`src/rtl/rng_game_pkg.sv`:
```
// Shared definitions for the game's random-draw path: draw FSM states,
// player indices and the default LFSR width.
package rng_game_pkg;

  // Draw sequencer states
  typedef enum logic [1:0] {
    S_IDLE  = 2'd0,
    S_STIR  = 2'd1,
    S_CHECK = 2'd2,
    S_RESP  = 2'd3
  } draw_state_t;

  // Player index into req/gnt vectors
  localparam int P1 = 0;
  localparam int P2 = 1;

  // Default LFSR width shared with the LFSR instance
  localparam int N_DEFAULT = 8;

endpackage

```
`src/rtl/rng_draw_arbiter_rr.sv`:
```
// rr_arbiter2: two-requester round-robin arbiter. The grant is purely
// combinational from req and the priority pointer; the pointer moves only
// when the owner strobes upd with the one-hot player it just served.
module rr_arbiter2
  import rng_game_pkg::*;
(
  input  logic       clk,
  input  logic       reset_n,
  input  logic [1:0] req,
  input  logic       upd,
  input  logic [1:0] served,
  output logic [1:0] gnt
);

  // High when a tie should go to P2 (P1 was served last)
  logic prio_p2_q;

  // Priority pointer: after serving P1 favour P2, after serving P2 favour P1
  always_ff @(posedge clk) begin
    if (!reset_n) begin
      prio_p2_q <= 1'b0;
    end else if (upd && (served != 2'b00)) begin
      prio_p2_q <= served[P1];
    end
  end

  // One-hot grant; single requester always wins, a tie follows the pointer
  always_comb begin
    gnt = 2'b00;
    if (req[P1] && req[P2]) begin
      if (prio_p2_q) gnt[P2] = 1'b1;
      else           gnt[P1] = 1'b1;
    end else begin
      gnt = req;
    end
  end

endmodule

```
`src/rtl/rng_draw_arbiter.sv`:
```
// rng_draw_arbiter: shares one maximal-length LFSR between two players.
// A granted draw steps the LFSR STIR times, samples it, and returns the value
// with a one-cycle valid/gnt pulse. All outputs come from registers or the
// state register, never combinationally from req.
// Build option: define RNG_RANGE_LIMIT_EN to reject samples above LIMIT; a
// rejected sample costs one extra LFSR step and a re-check.
module rng_draw_arbiter
  import rng_game_pkg::*;
#(
  parameter int N     = N_DEFAULT,
  parameter int STIR  = 5,
  parameter int LIMIT = 99
) (
  input  logic         clk,
  input  logic         reset_n,
  input  logic [1:0]   req,
  input  logic [N-1:0] lfsr_q,
  output logic         lfsr_en,
  output logic         busy,
  output logic         valid,
  output logic [1:0]   gnt,
  output logic [N-1:0] data
);

`ifdef RNG_RANGE_LIMIT_EN
  localparam bit RANGE_EN = 1'b1;
`else
  localparam bit RANGE_EN = 1'b0;
`endif

  // Counter starts at STIR-1 so the STIR state lasts exactly STIR cycles
  localparam logic [7:0]   STIR_LOAD = 8'(STIR - 1);
  localparam logic [N-1:0] LIMIT_Q   = N'(LIMIT);

  draw_state_t  state_q, state_d;
  logic [7:0]   cnt_q;
  logic [1:0]   owner_q;
  logic [N-1:0] data_q;
  logic [1:0]   arb_gnt;
  logic         accept;

  // Without the range limit every sample is taken as-is
  assign accept = !RANGE_EN || (lfsr_q <= LIMIT_Q);

  rr_arbiter2 u_rr (
    .clk     (clk),
    .reset_n (reset_n),
    .req     (req),
    .upd     (state_q == S_RESP),
    .served  (owner_q),
    .gnt     (arb_gnt)
  );

  // State register
  always_ff @(posedge clk) begin
    if (!reset_n) state_q <= S_IDLE;
    else          state_q <= state_d;
  end

  // Next-state logic
  always_comb begin
    state_d = state_q;
    case (state_q)
      S_IDLE:  if (req != 2'b00) state_d = S_STIR;
      S_STIR:  if (cnt_q == 8'd0) state_d = S_CHECK;
      S_CHECK: state_d = accept ? S_RESP : S_STIR;
      S_RESP:  state_d = S_IDLE;
      default: state_d = S_IDLE;
    endcase
  end

  // Step counter, latched owner and captured draw value
  always_ff @(posedge clk) begin
    if (!reset_n) begin
      cnt_q   <= 8'd0;
      owner_q <= 2'b00;
      data_q  <= '0;
    end else begin
      case (state_q)
        S_IDLE: begin
          if (req != 2'b00) begin
            cnt_q   <= STIR_LOAD;
            owner_q <= arb_gnt;
          end
        end
        S_STIR: begin
          if (cnt_q != 8'd0) cnt_q <= cnt_q - 8'd1;
        end
        S_CHECK: begin
          // A rejected sample leaves data untouched and buys one more step
          if (accept) data_q <= lfsr_q;
          else        cnt_q  <= 8'd0;
        end
        default: ;
      endcase
    end
  end

  // Moore outputs decoded from the state register
  always_comb begin
    lfsr_en = (state_q == S_STIR);
    busy    = (state_q != S_IDLE);
    valid   = (state_q == S_RESP);
    gnt     = (state_q == S_RESP) ? owner_q : 2'b00;
  end

  assign data = data_q;

endmodule

```
`config.mk`:
```
export PLATFORM = sky130hd
export DESIGN_NAME = rng_draw_arbiter
export DESIGN_NICKNAME = d
export VERILOG_FILES = /design/src/rtl/rng_game_pkg.sv /design/src/rtl/rng_draw_arbiter_rr.sv /design/src/rtl/rng_draw_arbiter.sv
export SDC_FILE = /design/constraint.sdc
export NUM_CORES = 1
export LEC_CHECK = 0
export ABC_AREA = 0
export BUFFER_PORTS_ARGS = -buffer_cell sky130_fd_sc_hd__buf_2
export CAP_MARGIN = 20
export CORE_MARGIN = 2
export CORE_UTILIZATION = 55
export DETAILED_ROUTE_END_ITERATION = 10
export PLACE_DENSITY = 0.91
export SYNTH_ARGS = -nofsm -noshare
export SYNTH_HDL_FRONTEND = slang
export SYNTH_SLANG_ARGS = --single-unit
```
`constraint.sdc`:
```
create_clock -name clk -period 5.81 [get_ports clk]
set_input_delay 1.162 -clock clk [delete_from_list [all_inputs] [get_ports clk]]
set_output_delay 1.162 -clock clk [all_outputs]
set_load 0.05 [all_outputs]
```
Yosys cells after proc, flatten, opt, wreduce, memory -nomap -nowiden

Cells that the tools add are included.

Register bits after elaboration: 21
Input bits: 12
Output and inout bits: 13
Logic and storage cells: 34

Add/subtract/negate cells: 1
Equal/unequal tests: 6
Multiplexer cells: 10
Reduce and logical (&&, ||, !) cells: 12

Operator list:

| operator              | number |
|---|---|
| $mux W8               | 2 |
| $pmux W8 S2           | 1 |
| $logic_not A8 Y1      | 1 |
| $mux W2               | 4 |
| $pmux W2 S4           | 1 |
| $reduce_bool A2 Y1    | 4 |
| $reduce_bool A8 Y1    | 1 |
| $sub A8 B1 Y8 const B | 1 |
| $eq A2 B2 Y1 const B  | 2 |
| $ne A2 B1 Y1 const B  | 2 |
| $reduce_and A2 Y1     | 2 |
| $reduce_and A3 Y1     | 1 |
| $eq A2 B1 Y1 const B  | 1 |
| $logic_and A1 B1 Y1   | 2 |
| $logic_not A2 Y1      | 1 |
| $mux W1               | 2 |
| $ne A2 B2 Y1 const B  | 1 |

Longest topological paths before layout

Word-level depth: 3
Depth in mapped cells: 6
Mapped depth without buffers: 6

Cells and area by module

Synthesis repeated with hierarchy kept, for this count alone.

Cells, all modules: 115
Area total of the unflattened synthesis: 1084.8 um^2

Modules (own cells, without submodules):

| module           | instances | cells an instance | area an instance (um^2) | sequential area each (um^2) |
|---|---|---|---|---|
| rng_draw_arbiter | 1         | 108               | 1027.2                  | 400.4 |
| rr_arbiter2      | 1         | 7                 | 57.6                    | 20.0 |

Worst setup path after synthesis

OpenSTA, ideal clock, no wires.

Path kind: flip-flop to output port
From: reg state_q[0]
To: out gnt[0]
Arrival time: 1.367 ns
Data required time: 4.648 ns
Setup slack: 3.281 ns
Cell stages (with the launch flop): 3
Buffers on the path: 0
Cells stage by stage: dfxtp_1 ha_1 and2_1

Word-level cells in the longest chain between the ends: 2

RTL lines:

| element                | line                    | RTL |
|---|---|---|
| from (decl)            | rng_draw_arbiter.sv:35  | `draw_state_t state_q, state_d;` |
| from (signal assigned) | rng_draw_arbiter.sv:57  | `else state_q <= state_d;` |
| $eq A2 B2 Y1           | n/a                     |  |
| net valid              | rng_draw_arbiter.sv:20  | `output logic valid,` |
| $mux W2                | rng_draw_arbiter.sv:104 | `gnt = (state_q == S_RESP) ? owner_q : 2'b00;` |
| to (decl)              | rng_draw_arbiter.sv:21  | `output logic [1:0] gnt,` |

The timed path passes the listed nets, and every way through them passes these cells.

Final worst setup path

From: reg state_q[1]
To: out lfsr_en

Word-level cells in the longest chain between the ends: 1

RTL lines:

| element      | line                    | RTL |
|---|---|---|
| $eq A2 B1 Y1 | rng_draw_arbiter.sv:101 | `lfsr_en = (state_q == S_STIR);` |
| to (decl)    | rng_draw_arbiter.sv:18  | `output logic lfsr_en,` |

No other way between the ends.

==> impl_metrics.yaml <==
clocking:
  cts-resized-gates: 0
  cts_buffer_depth: 2
  cts_tree: "done"
  cts.htree.levels: 1
  hold_buffers: 0
  clk_pin_slew_worst_paths_ps: 120
  cts_buffers: 3
  clock-root-buffer: "clkbuf_4"
  cts_sinks: 21
  clkLatencyLatePin_ps: 310
  post-cts-setup-buffers: 0
floorplan:
  dieHeight_um: 47.3
  num_rows: 15
  start_util: 0.591
  die-area_sq_um: 2240
  ios: 25
  die_w_um: 47.3
  coreArea_sq_um: 1750
route:
  drt.antenna.violating_nets: 0
  drt-vias-per-instance: 5.44
  first_iter_violations: 10
  dr.pass1.iters: 4
  routed_wirelength_mm: 2.06
  vias: 908
  avgRoutedWirePerCell_um: 12.4
  drcViolationCount: 0
power:
  p_sw_uw: 336
  p_int_uw: 361
  power_uw: 697
  pwr-share-comb: 0.578
  power.share.switching: 0.482
  peakVddDrop_uv: 295
  clkPwrFrac: 0.102
  power_frac_seq: 0.320
  p_per_area_nw_per_um2: 580
  p_leak_uw: 0.000564
worst_setup_path:
  path_class: "flip-flop to primary output"
  worstPathArrival_ps: 1440
  worstSetupStartpointType: "flip-flop"
  required_ps: 4650
  path_max_fanout: 8
  end_kind: "primary output"
cells_and_area:
  final_common_cell: "buf_2"
  layout-drive-gt1-share: 0.225
  fin_nets: 162
  area_growth_pct: 16.6
  antenna_cells: 0
  fill_cells: 147
  layout_common_cells: "24 x buf_2, 21 x dfxtp_1, 14 x nor2_1"
yosys:
  synthCells: 116
  yosys-top-cells-area: "dfxtp_1 41%, mux2i_1 13%, ha_1 8.5%, nor2_1 5.1%, a21oi_1 4.9%"
  synth-seq-cells: 21
  seq_area_frac_synth: 0.408
  synth_area_leader_cell: "dfxtp_1"
  syn_area_per_cell_sq_um: 8.89
  synth.cell_area_sq_um: 1030
  syn_nets: 135
  netlist.area_leader.share: 0.408
  yosysWarnings: 0
  ys_types: 28
worst_hold_path:
  hold_path.class: "flip-flop to flip-flop"
grt:
  grt_start_max_net_pins: 17
  grt_usage: 0.222
  grt_pass1_vias: 890
  grt_pass1_wl_mm: 3.41
  antenna_found_initial: 0
  overflow: 0
sta:
  slew_violations: 0
  rsz0062_at_grt: "false"
  fmaxAchievable_mhz: 384
  hold_violations: 0
  tns_ps: 0
  worst_slew_pin_slew_ps: 560
  fin_worst_skew_ps: 4.42
  finalSetupViolCount: 0
  fin_crit_sh: 0.448
  period_needed_ps: 2600
  maxSlewHeadroom: 0.627
placed_design:
  gp_congestion: 0.892
  hpwl_mm: 1.61
  portBuffers: 24
run_status:
  status: "finished clean"
run:
  drv_cap: 0
cells in the mapped netlist:
cell type / instances
dfxtp_1: 21
nor2_1: 14
mux2i_1: 13
nand2_1: 13
a21oi_1: 10
inv_1: 9
ha_1: 7
clkbuf_1: 2
nand3_1: 2
nand3b_1: 2
nor2b_1: 2
nor3_1: 2
nor3b_1: 2
or2_2: 2
or4_1: 2
a21o_1: 1
a221oi_1: 1
a311o_1: 1
a311oi_2: 1
and2_1: 1
and4_1: 1
nand2b_1: 1
nand4_1: 1
nor4_2: 1
o211ai_1: 1
o21ai_0: 1
o31ai_1: 1
o41ai_1: 1
state kept, by name (all words and copies together) (netlist names):
name	flops
cnt_q	8
data	8
owner_q	2
state_q	2
u_rr.prio_p2_q	1
power groups by stage:
stage	registers (uW)	logic (uW)	clock network, uW
6_report	223	403	71.1
2_1_floorplan	246	298	0
3_3_place_gp	224	383	0
3_5_place_dp	225	400	0
5_1_grt	231	443	76.8
4_1_cts	222	402	73.2
per-stage QoR:
step	instance area, sq um	hold slack [ps]	util	instances	setup slack, ps
2_1_floorplan	1030	447	-	116	3280
3_3_place_gp	1170	467	0.673	163	3380
3_5_place_dp	1170	474	0.673	163	3330
4_1_cts	1200	493	0.689	167	3200
5_1_grt	1200	532	0.689	167	3120
6_report	1200	499	0.689	167	3210
final cells by class:
type | count | area (sq um) | share of cell area
Timing Repair Buffer | 24 | 120 | 0.0999
Multi-Input combinational cell | 84 | 569 | 0.473
Sequential cell | 21 | 420 | 0.350
Clock inverter | 1 | 5.00 | 0.00416
Clock buffer | 3 | 22.5 | 0.0187
Inverter | 9 | 33.8 | 0.0281
Tap cell | 25 | 31.3 | 0.0260
worst max-delay path: stages, from the launching register on:
cell and delay (ps):
dfxtp_1 360, inv_1 100, ha_1 340, buf_2 330
cells by family (layout without fill, tap and decap cells):
logic type | count (synthesis) | after routing | synth area share
and+or+nand+nor | 46 | 46 | 0.225
buffers and inverters | 11 | 37 | 0.0400
DFF | 21 | 21 | 0.408
muxes | 13 | 13 | 0.126
AOI/OAI and AO/OA | 18 | 18 | 0.117
adders and majority gates | 7 | 7 | 0.0849
metal layers:
layer  up-vias  track usage  share of wire
li1        451            -              -
met1       417        0.248           0.43
met2        35        0.376           0.49
met3         5       0.0538          0.063
met4         0        0.133          0.022
met5         -            0              0
final timing paths:
kind	from	to	slack, ps	cells after the start
hold reg to reg	cnt_q[7]	cnt_q[7]	500	2
hold / removal	cnt_q[7]	cnt_q[7]	500	2
setup / recovery	state_q[1]	lfsr_en	3210	3
setup reg to reg	state_q[0]	cnt_q[7]	3730	6
Power figures use the tool's default switching activity.
